**src/rtl/snake_object_module_if.sv**
```systemverilog
// Bundle of pixel-query, control and status signals between the snake game-state
// holder and its drivers (tick/keypad logic and the VGA controller).
`timescale 1ns/1ps
interface snake_object_module_if;
    logic [9:0] pixel_x;
    logic [9:0] pixel_y;
    logic       step;
    logic [1:0] dir;
    logic       grow;
    logic [1:0] object;
    logic [5:0] head_x;
    logic [4:0] head_y;
    logic [5:0] length;
    logic       dead;

    modport master (
        output pixel_x, pixel_y, step, dir, grow,
        input  object, head_x, head_y, length, dead
    );

    modport slave (
        input  pixel_x, pixel_y, step, dir, grow,
        output object, head_x, head_y, length, dead
    );
endinterface

```
**src/rtl/snake_object_module.sv**
```systemverilog
// Snake game state on a 40x30 cell grid plus registered per-pixel object classification.
// Optional macro SNAKE_WRAP_EN: no wall cells, head wraps at the grid border.
`timescale 1ns/1ps
module snake_object_module #(
    parameter int MAX_LEN = 16,
    parameter int INIT_X  = 20,
    parameter int INIT_Y  = 15
) (
    input logic                  clk_25mhz,
    input logic                  rst,
    snake_object_module_if.slave bus
);

    localparam logic [1:0] DIR_UP    = 2'b00;
    localparam logic [1:0] DIR_DOWN  = 2'b01;
    localparam logic [1:0] DIR_LEFT  = 2'b10;
    localparam logic [1:0] DIR_RIGHT = 2'b11;

    localparam logic [1:0] OBJ_NONE = 2'b00;
    localparam logic [1:0] OBJ_HEAD = 2'b01;
    localparam logic [1:0] OBJ_BODY = 2'b10;
    localparam logic [1:0] OBJ_WALL = 2'b11;

    logic [5:0] seg_x_q [MAX_LEN];
    logic [4:0] seg_y_q [MAX_LEN];
    logic [5:0] seg_x_d [MAX_LEN];
    logic [4:0] seg_y_d [MAX_LEN];
    logic [5:0] length_q, length_d;
    logic [1:0] heading_q, heading_d;
    logic       grow_pend_q, grow_pend_d;
    logic       dead_q, dead_d;
    logic [1:0] object_q, object_d;

    logic       grow_ok_s;
    logic       grow_eff_s;
    logic [1:0] heading_new_s;
    logic [5:0] next_x_s;
    logic [4:0] next_y_s;
    logic       wall_hit_s;
    logic       body_hit_s;
    logic [5:0] body_lim_s;
    logic [5:0] cell_x_s;
    logic [5:0] cell_y_s;
    logic       in_range_s;
    logic       head_pix_s;
    logic       body_pix_s;
    logic       wall_pix_s;

    // Next head position, collision detection and segment/length/flag updates.
    always_comb begin
        grow_ok_s     = bus.grow && (length_q < 6'(MAX_LEN));
        grow_eff_s    = grow_pend_q || grow_ok_s;
        // The exact opposite of a heading differs only in bit 0.
        if (bus.dir == (heading_q ^ 2'b01)) begin
            heading_new_s = heading_q;
        end else begin
            heading_new_s = bus.dir;
        end

        next_x_s = seg_x_q[0];
        next_y_s = seg_y_q[0];
        case (heading_new_s)
`ifdef SNAKE_WRAP_EN
            DIR_UP:    next_y_s = (seg_y_q[0] == 5'd0)  ? 5'd29 : seg_y_q[0] - 5'd1;
            DIR_DOWN:  next_y_s = (seg_y_q[0] == 5'd29) ? 5'd0  : seg_y_q[0] + 5'd1;
            DIR_LEFT:  next_x_s = (seg_x_q[0] == 6'd0)  ? 6'd39 : seg_x_q[0] - 6'd1;
            DIR_RIGHT: next_x_s = (seg_x_q[0] == 6'd39) ? 6'd0  : seg_x_q[0] + 6'd1;
`else
            DIR_UP:    next_y_s = seg_y_q[0] - 5'd1;
            DIR_DOWN:  next_y_s = seg_y_q[0] + 5'd1;
            DIR_LEFT:  next_x_s = seg_x_q[0] - 6'd1;
            DIR_RIGHT: next_x_s = seg_x_q[0] + 6'd1;
`endif
            default: begin
                next_x_s = seg_x_q[0];
                next_y_s = seg_y_q[0];
            end
        endcase

`ifdef SNAKE_WRAP_EN
        wall_hit_s = 1'b0;
`else
        wall_hit_s = (next_x_s == 6'd0) || (next_x_s == 6'd39) ||
                     (next_y_s == 5'd0) || (next_y_s == 5'd29);
`endif

        // The tail cell only stays occupied when the snake is about to grow.
        body_lim_s = grow_eff_s ? (length_q - 6'd1) : (length_q - 6'd2);
        body_hit_s = 1'b0;
        for (int i = 1; i < MAX_LEN; i++) begin
            body_hit_s = body_hit_s | ((6'(i) <= body_lim_s) &&
                                       (seg_x_q[i] == next_x_s) &&
                                       (seg_y_q[i] == next_y_s));
        end

        for (int i = 0; i < MAX_LEN; i++) begin
            seg_x_d[i] = seg_x_q[i];
            seg_y_d[i] = seg_y_q[i];
        end
        length_d    = length_q;
        heading_d   = heading_q;
        grow_pend_d = grow_pend_q || grow_ok_s;
        dead_d      = dead_q;

        if (bus.step && !dead_q) begin
            heading_d = heading_new_s;
            if (wall_hit_s || body_hit_s) begin
                dead_d = 1'b1;
            end else begin
                for (int i = 1; i < MAX_LEN; i++) begin
                    seg_x_d[i] = seg_x_q[i-1];
                    seg_y_d[i] = seg_y_q[i-1];
                end
                seg_x_d[0] = next_x_s;
                seg_y_d[0] = next_y_s;
                if (grow_eff_s && (length_q < 6'(MAX_LEN))) begin
                    length_d = length_q + 6'd1;
                end else begin
                    length_d = length_q;
                end
                grow_pend_d = 1'b0;
            end
        end else begin
            heading_d = heading_q;
        end
    end

    // Pixel-to-cell classification with HEAD > BODY > WALL > NONE priority.
    always_comb begin
        cell_x_s   = bus.pixel_x[9:4];
        cell_y_s   = bus.pixel_y[9:4];
        in_range_s = (bus.pixel_x < 10'd640) && (bus.pixel_y < 10'd480);
        head_pix_s = (cell_x_s == seg_x_q[0]) && (cell_y_s == {1'b0, seg_y_q[0]});
        body_pix_s = 1'b0;
        for (int i = 1; i < MAX_LEN; i++) begin
            body_pix_s = body_pix_s | ((6'(i) < length_q) &&
                                       (cell_x_s == seg_x_q[i]) &&
                                       (cell_y_s == {1'b0, seg_y_q[i]}));
        end
`ifdef SNAKE_WRAP_EN
        wall_pix_s = 1'b0;
`else
        wall_pix_s = (cell_x_s == 6'd0) || (cell_x_s == 6'd39) ||
                     (cell_y_s == 6'd0) || (cell_y_s == 6'd29);
`endif
        if (!in_range_s) begin
            object_d = OBJ_NONE;
        end else if (head_pix_s) begin
            object_d = OBJ_HEAD;
        end else if (body_pix_s) begin
            object_d = OBJ_BODY;
        end else if (wall_pix_s) begin
            object_d = OBJ_WALL;
        end else begin
            object_d = OBJ_NONE;
        end
    end

    // State registers with synchronous reset to the initial three-segment snake.
    always_ff @(posedge clk_25mhz) begin
        if (rst) begin
            for (int i = 0; i < MAX_LEN; i++) begin
                seg_x_q[i] <= (i < 3) ? 6'(INIT_X - i) : 6'd0;
                seg_y_q[i] <= (i < 3) ? 5'(INIT_Y) : 5'd0;
            end
            length_q    <= 6'd3;
            heading_q   <= DIR_RIGHT;
            grow_pend_q <= 1'b0;
            dead_q      <= 1'b0;
            object_q    <= OBJ_NONE;
        end else begin
            for (int i = 0; i < MAX_LEN; i++) begin
                seg_x_q[i] <= seg_x_d[i];
                seg_y_q[i] <= seg_y_d[i];
            end
            length_q    <= length_d;
            heading_q   <= heading_d;
            grow_pend_q <= grow_pend_d;
            dead_q      <= dead_d;
            object_q    <= object_d;
        end
    end

    assign bus.object = object_q;
    assign bus.head_x = seg_x_q[0];
    assign bus.head_y = seg_y_q[0];
    assign bus.length = length_q;
    assign bus.dead   = dead_q;

endmodule

```
**src/flat_wrapper.sv**
```systemverilog
// flat-port wrapper written by rule: the top's interface ports become plain ports
module snake_object_module_flat 
#(
    parameter int MAX_LEN = 16,
    parameter int INIT_X  = 20,
    parameter int INIT_Y  = 15
)
  (clk_25mhz, rst, bus_pixel_x, bus_pixel_y, bus_step, bus_dir, bus_grow, bus_object, bus_head_x, bus_head_y, bus_length, bus_dead);
  snake_object_module_if bus_i ();
  input logic clk_25mhz;
  input logic rst;
  input wire logic [$bits(bus_i.pixel_x)-1:0] bus_pixel_x;
  input wire logic [$bits(bus_i.pixel_y)-1:0] bus_pixel_y;
  input wire logic [$bits(bus_i.step)-1:0] bus_step;
  input wire logic [$bits(bus_i.dir)-1:0] bus_dir;
  input wire logic [$bits(bus_i.grow)-1:0] bus_grow;
  output wire logic [$bits(bus_i.object)-1:0] bus_object;
  output wire logic [$bits(bus_i.head_x)-1:0] bus_head_x;
  output wire logic [$bits(bus_i.head_y)-1:0] bus_head_y;
  output wire logic [$bits(bus_i.length)-1:0] bus_length;
  output wire logic [$bits(bus_i.dead)-1:0] bus_dead;
  assign bus_i.pixel_x = bus_pixel_x;
  assign bus_i.pixel_y = bus_pixel_y;
  assign bus_i.step = bus_step;
  assign bus_i.dir = bus_dir;
  assign bus_i.grow = bus_grow;
  assign bus_object = bus_i.object;
  assign bus_head_x = bus_i.head_x;
  assign bus_head_y = bus_i.head_y;
  assign bus_length = bus_i.length;
  assign bus_dead = bus_i.dead;
  snake_object_module #(.MAX_LEN(MAX_LEN), .INIT_X(INIT_X), .INIT_Y(INIT_Y)) u_core (.clk_25mhz(clk_25mhz), .rst(rst), .bus(bus_i));
endmodule
```
**config.mk**
```make
export PLATFORM = sky130hd
export DESIGN_NAME = snake_object_module_flat
export DESIGN_NICKNAME = d
export VERILOG_FILES = /design/src/rtl/snake_object_module_if.sv /design/src/rtl/snake_object_module.sv /design/src/flat_wrapper.sv
export SDC_FILE = /design/constraint.sdc
export NUM_CORES = 1
export LEC_CHECK = 0
export CAP_MARGIN = 10
export CORE_ASPECT_RATIO = 2
export CORE_MARGIN = 4
export CORE_UTILIZATION = 50
export DETAILED_ROUTE_END_ITERATION = 10
export GPL_TIMING_DRIVEN = 0
export PLACE_DENSITY = 0.67
export SLEW_MARGIN = 20
export SYNTH_ARGS = -nofsm -noshare
export SYNTH_HDL_FRONTEND = slang
export SYNTH_SLANG_ARGS = --single-unit
export TNS_END_PERCENT = 10
```
**constraint.sdc**
```tcl
create_clock -name clk_25mhz -period 16.8 [get_ports clk_25mhz]
set_input_delay 3.36 -clock clk_25mhz [delete_from_list [all_inputs] [get_ports clk_25mhz]]
set_output_delay 3.36 -clock clk_25mhz [all_outputs]
set_load 0.005 [all_outputs]
```
# ---- Word-level counts from Yosys, hierarchy flattened
# Memories as Yosys holds them, arrays and structs flattened.
# Index checks and enable logic that the tools add are counted.
dict set report classes {
  n_addsub 7
  n_lt_le_gt_ge 33
  eq_ne 70
  mux 48
  n_bitwise 63
  n_reduce_logical 83
}
# cell count
set ops {}
lappend ops {{$mux 96} 2}
lappend ops {{$eq 6x6->1} 31}
lappend ops {{$mux 80} 2}
lappend ops {{$mux 6} 17}
lappend ops {{$eq 6x5->1} 16}
lappend ops {{$mux 5} 16}
lappend ops {{$eq 5x5->1} 15}
lappend ops {{$logic_and 1x1->1} 65}
lappend ops {{$or 1x1->1} 60}
lappend ops {{$le 4x6->1 const A} 8}
lappend ops {{$lt 4x6->1 const A} 8}
lappend ops {{$le 3x6->1 const A} 4}
lappend ops {{$lt 3x6->1 const A} 4}
lappend ops {{$logic_not 6->1} 3}
lappend ops {{$add 6x1->6 const B} 2}
lappend ops {{$eq 6x6->1 const B} 2}
lappend ops {{$le 2x6->1 const A} 2}
lappend ops {{$lt 2x6->1 const A} 2}
lappend ops {{$pmux 6 s2} 1}
lappend ops {{$sub 6x1->6 const B} 2}
lappend ops {{$lt 10x10->1 const B} 1}
lappend ops {{$lt 10x9->1 const B} 1}
lappend ops {{$pmux 5 s2} 1}
lappend ops {{$logic_or 1x1->1} 8}
lappend ops {{other kinds (21)} 31}
dict set report word_totals {
  regBits 12
  mem_bits_rw 176
  output_inout_bits 20
  wordCells 312
  memories 2
}
# name depth word_bits rd rd_ports_with_merged_regs write_ports line
set memory_table {}
lappend memory_table {u_core.seg_x_q 16 6 16 0 16 snake_object_module.sv:24} ;# logic [5:0] seg_x_q [MAX_LEN];
lappend memory_table {u_core.seg_y_q 16 5 16 0 16 snake_object_module.sv:25} ;# logic [4:0] seg_y_q [MAX_LEN];

# ---- Depth between registers and ports, before layout
# Gate-level depths: netlist of run 1.
dict set report logic_depth {
  word_depth 26
  depth_mapped 22
  depth_no_buf 15
}

# ---- Least setup slack after synthesis of run 1
# No wires, ideal clock.
dict set report synth_path {
  path_type {in2reg}
  from {in bus_dir[0]}
  to {mem u_core.seg_y_q[0][1]}
  setup_ns 0.137
  arrival_ns 7.519
  slack_ns 9.144
  cell_stages 19
  cell_sequence {clkbuf_1 -> mux2_2 -> nand2_1 -> inv_1 -> fa_1 -> clkbuf_1 -> nand2_1 -> mux4_2 -> nor4_2 -> nand3_1 -> or4_1 -> o2111ai_2 -> nor4bb_4 -> and3_1 -> buf_2 -> buf_6 -> buf_6 -> nand2_1 -> o211ai_2}
}
# element line
set synth_lines {}
lappend synth_lines {{start: declaration} flat_wrapper.sv:15} ;# input wire logic [$bits(bus_i.dir)-1:0] bus_dir;
lappend synth_lines {{end: declaration} snake_object_module.sv:25}

==> out/qor.yml, run 1 <==
outcome:
  outcome: "complete, no violations"
global_routing:
  grt.total_usage_pct: 48.6
  grt_use_met3_pct: 16.7
  grtUsageMet1_pct: 50.9
  first_global_vias: 15700
  grt_use_met2_pct: 73.5
  grt-ovfl-total: 0
  grt_pass1_wl_um: 112000
  grt_max_degree: 21
  grt_antenna_before_repair: 4
  grt.busiest_layer: "met2"
place:
  place.port_buffers: 24
  dp_hpwl_um: 60600
  place_area_um2: 15600
  place_congestion: 1.15
  dp_cells: 2346
  place_ws_ns: 5.88
clock_network:
  clk_latency_ns: 0.48
  cts-root-buf: "clkbuf_16"
  cts.htree.levels: 4
  clkSlewWorstSetupHoldPaths_ns: 0.08
  cts-buffers-inserted: 17
  clkSinkCount: 188
  postCtsHoldBufs: 0
  cts_setup_buffers: 0
  ctsResizeCount: 0
  cts_tree: "built"
  cts_buffer_depth: 2
setup_path:
  cp_common_cell: "buf_2"
  path_delay_family: "buffers and inverters"
  critical_path_class: "in2reg"
  critPathRequiredTime_ns: 17.19
  crit-reg2reg-launch: "u_core.heading_q[0]"
  path_buf_inv: 7
  cp.arrival_ns: 11.55
  slowest_stage: "a2111oi_0"
  cp_slowest_stage_delay_ns: 0.93
  startpoint_type: "input pin"
  cp_cell_sequence: "clkdlybuf4s50_1 -> buf_4 -> inv_1 -> clkbuf_1 -> nand2_1 -> ha_1 -> nand2b_1 -> a21oi_2 -> xnor2_2 -> nor2_2 -> buf_2 -> a2111oi_0 -> nor4b_1 -> nor2_1 -> nor4bb_4 -> nand3_2 -> buf_2 -> buf_2 -> nand2_1 -> a21oi_1"
  reg2reg_slack_ns: 9.43
  crit_fanout: 10
  r2r-end: "u_core.seg_y_q[3][1]"
  worst-r2r-cell-count: 18
  cp-end-kind: "flop"
logic_synthesis:
  synth_area_leaders: "dfxtp_1 25%, xnor2_1 10%, nand2_1 9.6%, xor2_1 9.6%, a21oi_1 6.8%"
  ys_seq_area_share_pct: 25.2
  post_synth_inst_count: 1958
  synth_edf_count: 0
  ys.flop_type: "dfxtp_1"
  synth_top_area_share_pct: 25.2
  synthTopCellsByCount: "383 x nand2_1, 204 x a21oi_1, 188 x dfxtp_1"
  ys_warn_count: 0
  postSynthAreaPerCell_um2: 7.62
  synth_fp_nets: 2000
  yosys.area.top_type: "dfxtp_1"
  syn-cell-area_um2: 14900
  ys_async_sr_fraction_pct: 0
  yosys.cell_types.count: 95
  ys_ff_latch: 188
  synth.most_common_cell: "nand2_1"
worst_hold_path:
  whs_path_depth: 2
  min_to: "u_core.seg_y_q[7][7]"
  hold_start: "u_core.seg_y_q[7][7]"
  hp-class: "reg2reg"
sta:
  period_needed_ns: 11.16
  fin_skew_ns: 0.0174
  worst_slew_pin_slew_ns: 1.23
  tns_ns: 0
  fmaxAchievable_ghz: 0.0896
  fin_ws_ns: 5.64
  rsz0062_at_grt: "no"
  hold_viol: 0
  setup_violations: 0
  finalCritPeriodShare_pct: 66.4
  maxSlewHeadroom_pct: 16.9
  slew_viol_final: 0
route:
  drt_pass1_iterations: 9
  avgRoutedWirePerCell_um: 33.7
  drt_iter0_markers: 2188
  routed_wirelength_um: 80100
  vias_per_cell: 6.91
  ant_nets: 0
  num_vias: 16400
  remaining_drc_errors: 0
layout:
  fillers: 2810
  layout.nets: 2043
  synthToLayoutAreaGrowth_pct: 9.06
  drive_above_1_share_pct: 8.24
  final_cell_count_no_fill: 2379
  final_area_um2: 16300
die:
  die_area_um2: 32800
  start_util_pct: 50.6
  die_width_um: 130
  die_h_um: 252
  core_area_um2: 29500
  placementRows: 89
  io_pins: 46
power:
  leakage_nw: 5.74
  vdd_drop_max_mv: 0.134
  p_per_area_nw_per_um2: 131
flow_run:
  maxCapViolCount: 0
[flip-flops by register name, summed over array words and instances, names as in the netlist]
signal / flops
u_core.seg_x_q: 96
u_core.bus.length: 6
u_core.bus.dead: 1
u_core.heading_q: 2
u_core.grow_pend_q: 1
u_core.seg_y_q: 80
u_core.bus.object: 2
[layout by cell type, fill, tap and decap left out, types with 14 or more instances in the layout]
master / instances
clkbuf_16: 17
or3_1: 15
ha_1: 14
xor2_1: 163
a31oi_1: 19
o211ai_1: 17
nand3_1: 40
nor3_1: 33
nand4_1: 47
buf_2: 44
clkdlybuf4s50_1: 24
a21oi_1: 204
clkbuf_1: 93
nor2b_1: 14
xnor2_1: 175
buf_6: 19
buf_4: 14
nand2_1: 383
nor2_1: 66
o21ai_0: 27
nand2b_1: 25
nor4_1: 59
dfxtp_1: 188
inv_1: 28
[where the power goes]
| group | switching [mW] | total, mW | internal (mW) |
|---|---|---|---|
| sequential | 0.0558 | 0.530 | 0.474 |
| combinational | 0.802 | 1.16 | 0.362 |
| clock | 0.222 | 0.438 | 0.216 |
| total | 1.08 | 2.13 | 1.05 |
[per-stage QoR]
stage	hold WS, ns	utilization [%]	total power [mW]
after floorplan	0.467	-	1.22
after global placement	0.479	52.9	1.61
after detailed placement	0.489	53.0	1.62
after CTS	0.504	55.1	2.05
after global routing	0.537	55.1	2.17
final	0.510	55.1	2.13
[worst max-delay path by stage]
| stage | from | endpoint | cells past startpoint |
|---|---|---|---|
| 2_1_floorplan | bus_dir[0] | u_core.seg_y_q[0][1] | 19 |
| 3_3_place_gp | bus_dir[1] | u_core.seg_y_q[3][1] | 21 |
| 4_1_cts | bus_dir[1] | u_core.seg_y_q[3][1] | 21 |
| 3_5_place_dp | bus_dir[1] | u_core.seg_y_q[3][1] | 21 |
| 5_1_grt | bus_dir[1] | u_core.seg_y_q[3][6] | 20 |
| 6_report | bus_dir[1] | u_core.seg_y_q[3][1] | 20 |
[logic make-up (layout without fill, tap and decap cells)]
logic type               after synthesis  count (layout)  share of synthesized area [%]
XOR/XNOR                             346             346                           21.0
adder cells (fa/ha/maj)               16              16                           1.44
AO/OA/AOI/OAI                        403             403                           17.2
other                                  0               1                              0
flip-flops                           188             188                           25.2
buffers and inverters                206             262                           6.85
multiplexers                          34              34                           3.39
AND/OR/NAND/NOR                      765             765                           24.9
[layout make-up]
type / count / area, µm² / share of cell area [%]
clock buffer: 18 / 429 / 2.64
sequential: 188 / 3760 / 23.1
tap: 364 / 455 / 2.80
timing repair buffer: 24 / 240 / 1.48
buffer: 178 / 921 / 5.66
inverter: 28 / 105 / 0.646
clock inverter: 14 / 199 / 1.22
antenna: 1 / 2.50 / 0.0154
multi-input combinational: 1564 / 10200 / 62.4
[metal layers]
metal | vias to the layer above | share of wire (%)
met2 | 1319 | 44
met1 | 7652 | 31
met4 | 4 | 13
met5 | - | 0.036
li1 | 6928 | -
met3 | 532 | 12
[tightest hold or removal path: stages, from the launching register on]
cell,delay [ns]
dfxtp_1,0.35
nand2_1,0.06
a21oi_1,0.06
(Power assumes the default switching activity.)
==> run 2, diff against run 1 <==
- PLACE_DENSITY: 0.67 -> 0.7
- clock period: 16.8 -> 9.8 ns (I/O delays scaled with it)
==> out/qor.yml, run 2 (same netlist as run 1, synthesis figures left out) <==
power:
  p_comb_share_pct: 54.8  # +0.2 points
  leakage_nw: 5.74  # about the same
  p_seq_share_pct: 24.8  # about the same
  power_mw: 3.66  # +72%
  power.internal_mw: 1.79  # +70%
  vdd_drop_max_mv: 0.151  # +13%
  p_sw_share_pct: 51.2  # +0.57 points
  netSwitchingPower_mw: 1.87  # +74%
  p_per_area_nw_per_um2: 225  # +72%
  p_clk_share_pct: 20.4  # -0.2 points
layout:
  final_common_cell: "nand2_1"
  layout_common_cells: "383 x nand2_1, 204 x a21oi_1, 188 x dfxtp_1, 175 x xnor2_1, 163 x xor2_1"
  largest_register_ffs: 96  # unchanged
  seq_area_um2: 3760  # unchanged
  final_area_um2: 16300  # about the same
  final_cell_count_no_fill: 2383  # +0.17%
  multi_input_area_um2: 10100  # about the same
  fillers: 2835  # +0.89%
  regMostFlops: "u_core.seg_x_q"
  layout.nets: 2046  # +0.15%
  drive_above_1_share_pct: 8.23  # -0.012 points
  fin_util_pct: 55.1  # about the same
  synthToLayoutAreaGrowth_pct: 9.04  # about the same
setup_path:
  path_delay_family: "simple AND/OR/NAND/NOR gates"
  critPathRequiredTime_ns: 10.21  # -6.98 ns
  slowest_stage: "nor2_1"
  cp_slowest_stage_delay_ns: 0.96  # +0.03 ns
  crit_fanout: 10  # unchanged
  cp_cell_sequence: "clkdlybuf4s50_1 -> buf_4 -> inv_1 -> clkbuf_1 -> nand2_1 -> inv_1 -> fa_1 -> clkbuf_1 -> nor2b_1 -> nor2_1 -> xor2_1 -> nor4_1 -> nand3_1 -> nor4_1 -> a32o_1 -> nor3_2 -> nand3_2 -> buf_2 -> buf_2 -> nand2_1 -> a21oi_1"
  path_depth: 21  # +5.0%
  critical_path_class: "in2reg"
  worst-r2r-cell-count: 20  # +2
  cp-end-kind: "flop"
  path_buf_inv: 8  # +1
  cp.arrival_ns: 10.31  # -1.24 ns
  startpoint_type: "input pin"
outcome:
  outcome: "complete, but fails checks"
  violations: "setup timing"
global_routing:
  grt-ovfl-total: 0  # unchanged
  grt_pass1_wl_um: 112000  # -0.49%
  grt_max_degree: 21  # unchanged
  grt_antenna_before_repair: 4  # unchanged
  first_global_vias: 15400  # -2.2%
  grt.total_usage_pct: 48.5  # -0.073 points
flow_run:
  maxCapViolCount: 0  # unchanged
route:
  drt_iter0_markers: 2363  # +8.0%
  routed_wirelength_um: 79800  # -0.39%
  ant_nets: 0  # unchanged
  vias_per_cell: 6.95  # +0.57%
  remaining_drc_errors: 0  # unchanged
  drt_pass1_iterations: 6  # -3
  highest_layer: "met5"
  wl_met2_um: 35000  # -0.64%
  met1Wirelength_um: 24800  # -0.46%
  num_vias: 16600  # +0.74%
  wl_met3_um: 8530  # -9.8%
  avgRoutedWirePerCell_um: 33.5  # -0.56%
place:
  place.port_buffers: 24  # unchanged
  dp_cells: 2347  # +0.043%
  dp_hpwl_um: 61400  # +1.2%
  place_area_um2: 15600  # about the same
  place_congestion: 1.15  # +0.21%
  place_ws_ns: 0.0322  # -5.84 ns
sta:
  finalCritPeriodShare_pct: 101
  fin_ws_ns: -0.106  # -5.75 ns
  hold_viol: 0  # unchanged
  maxSlewHeadroom_pct: 6.70  # -10 points
  period_needed_ns: 9.91
  fin_skew_ns: 0.0182  # +0.000765 ns
  fmaxAchievable_ghz: 0.101
  setup_violations: 14  # +14
  worst_slew_pin_slew_ns: 1.39  # +0.158 ns
  rsz0062_at_grt: "no"
  slew_viol_final: 0  # unchanged
die:
  die_h_um: 252  # unchanged
  core_area_um2: 29500  # unchanged
  die_area_um2: 32800  # unchanged
  die_width_um: 130  # unchanged
  io_pins: 46  # unchanged
  start_util_pct: 50.6  # unchanged
  placementRows: 89  # unchanged
worst_hold_path:
  hp-class: "reg2reg"
  whs_path_depth: 2  # unchanged
clock_network:
  cts-buffers-inserted: 17  # unchanged
  cts.htree.levels: 4  # unchanged
  cts-root-buf: "clkbuf_16"
  cts_buffer_depth: 2  # unchanged
  clkSlewWorstSetupHoldPaths_ns: 0.08  # about the same
  cts_tree: "built"
  postCtsHoldBufs: 0  # unchanged
  clkSinkCount: 188  # unchanged
  ctsResizeCount: 0  # unchanged
  clk_latency_ns: 0.49  # about the same
  cts_setup_buffers: 0  # unchanged
## run 2: cell count changes in the layout (fill, tap and decap cells not counted), sizes merged
cell / change
buf: +2
diode: +1
inv: +1
clkdlybuf4s18: +1
bufinv: -1
## run 2: path summary, 6_finish.rpt
path,endpoint,slack [ns],start
setup / recovery,u_core.seg_y_q[3][1],-0.11,bus_dir[1]
hold / removal,u_core.seg_x_q[6][10],0.52,u_core.seg_x_q[6][4]
setup reg to reg,u_core.seg_y_q[3][1],2.09,u_core.heading_q[0]
hold reg to reg,u_core.seg_x_q[6][10],0.52,u_core.seg_x_q[6][4]
## run 2: tightest hold or removal path: cells and delay by family, from the launching register on
family	cells	cell delay (ns)
and+or+nand+nor	1	0.07
AOI/OAI and AO/OA	1	0.05
DFF	1	0.35
## run 2: per-stage QoR
| step | hold WS, ns | setup TNS (ns) |
|---|---|---|
| 3_3_place_gp | 0.495 | -9.35 |
| 6_report | 0.517 | -0.850 |
| 5_1_grt | 0.537 | 0 |
| 3_5_place_dp | 0.504 | 0 |
| 4_1_cts | 0.516 | 0 |
| 2_1_floorplan | 0.467 | 0 |
## run 2: layout make-up
| type | instances | area share (%) |
|---|---|---|
| buffer | 178 | 5.65 |
| clock inverter | 14 | 1.02 |
| clock buffer | 18 | 2.70 |
| tap | 364 | 2.80 |
| sequential | 188 | 23.1 |
| antenna | 2 | 0.0308 |
| multi-input combinational | 1564 | 62.4 |
| inverter | 28 | 0.646 |
| timing repair buffer | 27 | 1.65 |
## run 2: routing by layer
layer | track usage (%) | vias to the layer above
li1 | - | 6938
met1 | 50.4 | 7702
met2 | 74.0 | 1365
met3 | 14.7 | 547
met4 | 49.4 | 4
met5 | 0 | -
## run 2: power groups by stage
stage	Combinational [mW]	Sequential (mW)	Clock, mW
2_1_floorplan	1.21	0.878	0
6_report	2.01	0.907	0.746
5_1_grt	2.05	0.907	0.776
3_3_place_gp	1.86	0.917	0
4_1_cts	1.88	0.899	0.742
3_5_place_dp	1.87	0.918	0
